`src/rtl/rgb_led_sched.sv`:
```
// Priority scheduler and PWM driver for a shared active-low RGB status LED.
// Define RGB_LED_SCHED_PWM_EN to enable lvl-based PWM dimming; without it channels run at full duty.
module rgb_led_sched #(
    parameter int unsigned PRESCALE    = 12000,
    parameter int unsigned GAP_TICKS   = 100,
    parameter int unsigned BLINK_TICKS = 250
) (
    input  logic       clk,
    input  logic       rst_n,
    input  logic [2:0] req,
    input  logic [8:0] color,
    input  logic [2:0] blink,
    input  logic [7:0] lvl,
    output logic [2:0] grant,
    output logic [2:0] rgb
);
    localparam int unsigned PW = (PRESCALE > 1) ? $clog2(PRESCALE) : 1;
    localparam int unsigned GW = (GAP_TICKS > 1) ? $clog2(GAP_TICKS) : 1;
    localparam int unsigned BW = (BLINK_TICKS > 1) ? $clog2(BLINK_TICKS) : 1;

    typedef enum logic [1:0] {IDLE, ACTIVE, GAP} state_t;

    state_t        state;
    logic [PW-1:0] presc_cnt;
    logic [GW-1:0] gap_cnt;
    logic [BW-1:0] blink_cnt;
    logic          phase;
    logic          tick;
    logic          gap_done;
    logic          leave;
    logic [2:0]    higher;
    logic [2:0]    owner_color;
    logic          owner_blink;
    logic [2:0]    lit;
    logic [2:0]    drive;

    function automatic logic [2:0] pick(input logic [2:0] r);
        if (r[0])      return 3'b001;
        else if (r[1]) return 3'b010;
        else if (r[2]) return 3'b100;
        else           return 3'b000;
    endfunction

    assign tick = (presc_cnt == PW'(PRESCALE - 1));

    always_ff @(posedge clk or negedge rst_n) begin
        if (!rst_n)    presc_cnt <= '0;
        else if (tick) presc_cnt <= '0;
        else           presc_cnt <= presc_cnt + 1'b1;
    end

    // Sources with a lower index than the current owner may preempt it.
    assign higher   = {1'b0, grant[2], grant[2] | grant[1]};
    assign leave    = ~(|(req & grant)) | (|(req & higher));
    assign gap_done = (GAP_TICKS == 0) ? 1'b1 : (tick && gap_cnt == GW'(GAP_TICKS - 1));

    always_ff @(posedge clk or negedge rst_n) begin
        if (!rst_n) begin
            state     <= IDLE;
            grant     <= '0;
            gap_cnt   <= '0;
            blink_cnt <= '0;
            phase     <= 1'b1;
        end else begin
            case (state)
                IDLE: begin
                    if (|req) begin
                        state     <= ACTIVE;
                        grant     <= pick(req);
                        blink_cnt <= '0;
                        phase     <= 1'b1;
                    end
                end
                ACTIVE: begin
                    if (leave) begin
                        state   <= GAP;
                        grant   <= '0;
                        gap_cnt <= '0;
                    end else if (tick) begin
                        if (blink_cnt == BW'(BLINK_TICKS - 1)) begin
                            blink_cnt <= '0;
                            phase     <= ~phase;
                        end else begin
                            blink_cnt <= blink_cnt + 1'b1;
                        end
                    end
                end
                GAP: begin
                    if (gap_done) begin
                        if (|req) begin
                            state     <= ACTIVE;
                            grant     <= pick(req);
                            blink_cnt <= '0;
                            phase     <= 1'b1;
                        end else begin
                            state <= IDLE;
                        end
                    end else if (tick) begin
                        gap_cnt <= gap_cnt + 1'b1;
                    end
                end
                default: begin
                    state <= IDLE;
                    grant <= '0;
                end
            endcase
        end
    end

    // Colour and blink follow the owner's inputs live rather than a copy taken at grant.
    always_comb begin
        owner_color = '0;
        owner_blink = 1'b0;
        if (grant[0]) begin
            owner_color = color[2:0];
            owner_blink = blink[0];
        end else if (grant[1]) begin
            owner_color = color[5:3];
            owner_blink = blink[1];
        end else if (grant[2]) begin
            owner_color = color[8:6];
            owner_blink = blink[2];
        end
    end

    assign lit = (state == ACTIVE) ? (owner_color & {3{phase | ~owner_blink}}) : 3'b000;

`ifdef RGB_LED_SCHED_PWM_EN
    logic [7:0] pwm_cnt;
    logic [7:0] lvl_q;

    // lvl_q only reloads at the period boundary so duty never changes mid-period.
    always_ff @(posedge clk or negedge rst_n) begin
        if (!rst_n) begin
            pwm_cnt <= '0;
            lvl_q   <= '0;
        end else begin
            pwm_cnt <= pwm_cnt + 8'd1;
            if (pwm_cnt == 8'hFF) lvl_q <= lvl;
        end
    end

    assign drive = lit & {3{pwm_cnt < lvl_q}};
`else
    logic unused_lvl;
    assign unused_lvl = ^lvl;
    assign drive      = lit;
`endif

    always_ff @(posedge clk or negedge rst_n) begin
        if (!rst_n) rgb <= 3'b111;
        else        rgb <= ~drive;
    end
endmodule

```
`config.mk`:
```
export PLATFORM = sky130hd
export DESIGN_NAME = rgb_led_sched
export DESIGN_NICKNAME = d
export VERILOG_FILES = /design/src/rtl/rgb_led_sched.sv
export SDC_FILE = /design/constraint.sdc
export NUM_CORES = 1
export LEC_CHECK = 0
export CORE_MARGIN = 2
export CORE_UTILIZATION = 54
export DETAILED_ROUTE_END_ITERATION = 16
export PLACE_DENSITY = 0.76
export SLEW_MARGIN = 20
export SYNTH_ARGS = -nofsm -noshare
export SYNTH_HDL_FRONTEND = slang
export SYNTH_SLANG_ARGS = --single-unit
```
`constraint.sdc`:
```
create_clock -name clk -period 2.85 [get_ports clk]
set_input_delay 0.57 -clock clk [delete_from_list [all_inputs] [get_ports clk]]
set_output_delay 0.57 -clock clk [all_outputs]
set_load 0.02 [all_outputs]
```
==> flow_metrics.tcl <==
set metrics [dict create \
    met1_usage 0.297 \
    period_share 0.831 \
    use_met3 0.0500 \
    slowest_delay_ns 0.57 \
    critPathKind "reg2reg" \
    layout.nets 279 \
    status "complete, no violations" \
    syn_avg_cell_area_um2 9.63 \
    hpwl_um 3030 \
    top_usage_layer "met2" \
    initial_core_util 0.549 \
    worstReg2RegStart "presc_cnt[8]" \
    core-area_um2 3940 \
    numCtsBuffers 5 \
    cp-start-kind "register" \
    num_vias 1740 \
    clkTransAtPathRegs_ns 0.08 \
    ant_nets 0 \
    cp.arrival_ns 2.54 \
    final_common_cell "dfrtp_1" \
    fmax_ghz 0.422 \
    synth_fp_nets 254 \
    cts_setup_buffers 0 \
    ys_async_sr_fraction 1.00 \
    syn-cell-area_um2 2170 \
    grt_use_met2 0.347 \
    crit_chain "or4b_4, or4_4, or3_4, xnor2_2, a22o_1" \
    wire_per_inst_um 14.3 \
    cp-end-kind "register" \
    post-route-drc-count 0 \
    overflow 0 \
    synth-seq-cells 38 \
    via_per_inst 5.78 \
    p_leak_nw 1.03 \
    routabilityCongestion 0.838 \
    ios 31 \
    cts_tree "done" \
    cts_buffer_depth 2 \
    ir_drop_mv 0.449 \
    synth_cell_types 50 \
    grt_start_max_net_pins 39 \
    hold_buffers 0 \
    reg2reg_slack_ns 0.48 \
    relSlewSlack 0.449 \
    r2r_end "gap_cnt[0]" \
    final_cell_mix "dfrtp_1, clkdlybuf4s50_1, nand2_1, nor2_1, o21ai_0" \
    worst_pin_slew_ns 0.826 \
    cp_max_fo 8 \
    htree_levels 2 \
    yosysWarnings 0 \
    cts_root_buf "clkbuf_8" \
    finalWirelength_um 4310 \
    grt_pass1_vias 1637 \
    dieArea_um2 4530 \
    drv_slew 0 \
    drive_above_1_share 0.124 \
    n_fill_cell 344 \
    row_count 23 \
    globalRouteTotalUtil 0.217 \
    area_growth_pct 16.7 \
    grt_pass1_wl_um 7470 \
    die_w_um 67.3 \
    p_per_area_nw_per_um2 630 \
    maxCapViolCount 0 \
    antenna_found_initial 0 \
    synthCells 225 \
    min_period_ns 2.37 \
    setup_violations 0 \
    die_height_um 67.3 \
    hold_path.class "in2async" \
    rsz0062_at_grt "no" \
    cts_resized 0 \
    hold_viol 0 \
    clock_latency_ns 0.29 \
    seq_area_frac_synth 0.441 \
    setup_tns_ns 0 \
    drt_iter0_drc 131 \
    clock-sinks 38 \
    n_antenna_cell 0 \
    io_buffers 22 \
    r2r_cells 5 \
    required_ns 3.02 \
    synth_edf_count 0 \
    post-route-util 0.641 \
    finClkSkew_ns 0.00676 \
    crit_slowest_cell "or4b_4" \
    synth-main-ff-cell "dfrtp_1" \
    dr.pass1.iters 4 \
]
==> power breakdown <==
group	total [mW]	switching, mW	internal [mW]
combinational	0.498	0.271	0.227
clock	0.381	0.186	0.195
sequential	0.712	0.116	0.596
==> worst max-delay path, delay by kind of cell (launching register included) <==
kind,cells,cell delay [ns]
flops,1,0.42
simple gates,3,1.51
compound gates,1,0.18
xor+xnor,1,0.14
==> per-layer routing <==
layer,vias to the layer above,routed length (um)
met4,0,36
met3,5,123
met2,24,2140
li1,875,-
met5,-,0
met1,836,2010
==> state kept, by name, summed over array words and instances (netlist names) <==
register,count
grant,3
gap_cnt,7
state,2
blink_cnt,8
presc_cnt,14
phase,1
rgb,3
==> worst max-delay path by stage <==
stage                 start            to  slack (ns)
2_1_floorplan  presc_cnt[8]    gap_cnt[0]        0.57
6_report       presc_cnt[8]    gap_cnt[0]        0.48
4_1_cts        presc_cnt[0]    gap_cnt[0]        0.49
5_1_grt              req[0]  blink_cnt[6]        0.33
3_3_place_gp         req[0]  blink_cnt[6]        0.23
3_5_place_dp         req[0]  blink_cnt[6]        0.19
==> cells in the mapped netlist, types with 2 or more instances <==
cell	count	area (um^2)
a21oi_1	7	35.0
a22o_1	8	70.1
a22oi_1	4	30.0
a31oi_1	3	18.8
a32o_1	2	20.0
and2_1	2	12.5
and3_1	2	12.5
clkbuf_1	7	26.3
dfrtp_1	34	851
dfstp_2	4	105
ha_1	4	50.1
inv_1	4	15.0
nand2_1	20	75.1
nand2b_1	3	18.8
nand3_1	12	60.1
nand4_1	4	25.0
nor2_1	16	60.1
nor2b_1	6	37.5
nor3_1	11	55.1
nor4_2	5	62.6
nor4bb_1	3	30.0
o21ai_0	16	80.1
o2bb2ai_1	3	26.3
or2_2	2	12.5
or3_1	4	25.0
xnor2_1	6	52.6
xor2_1	10	87.6
==> final cells by class <==
type	count	area [um^2]	area share
inverter	4	15.0	0.00594
multi-input combinational	174	1150	0.455
sequential	38	956	0.378
clock inverter	1	5.00	0.00198
timing repair buffer	27	253	0.100
tap	50	62.6	0.0248
clock buffer	7	86.3	0.0342
==> per-stage QoR <==
step           cell area [um^2]  instances  setup slack (ns)  total power, mW  hold WS [ns]
6_report                   2530        301             0.481             1.59         0.382
5_1_grt                    2530        301             0.333             1.71         0.456
4_1_cts                    2530        301             0.487             1.61         0.410
3_5_place_dp               2440        293             0.186             1.23         0.482
3_3_place_gp               2440        293             0.227             1.22         0.479
2_1_floorplan              2170        225             0.567             1.04         0.274
==> kinds of logic (layout without fill, tap and decap cells) <==
family                   Yosys count  count (layout)  synth area share
buffers and inverters             13              39            0.0277
adder cells (fa/ha/maj)            4               4            0.0231
AO/OA/AOI/OAI                     50              50             0.155
multiplexers                       2               2           0.00982
flip-flops                        38              38             0.441
XOR/XNOR                          17              17            0.0722
AND/OR/NAND/NOR                  101             101             0.270
(Power assumes the default switching activity.)
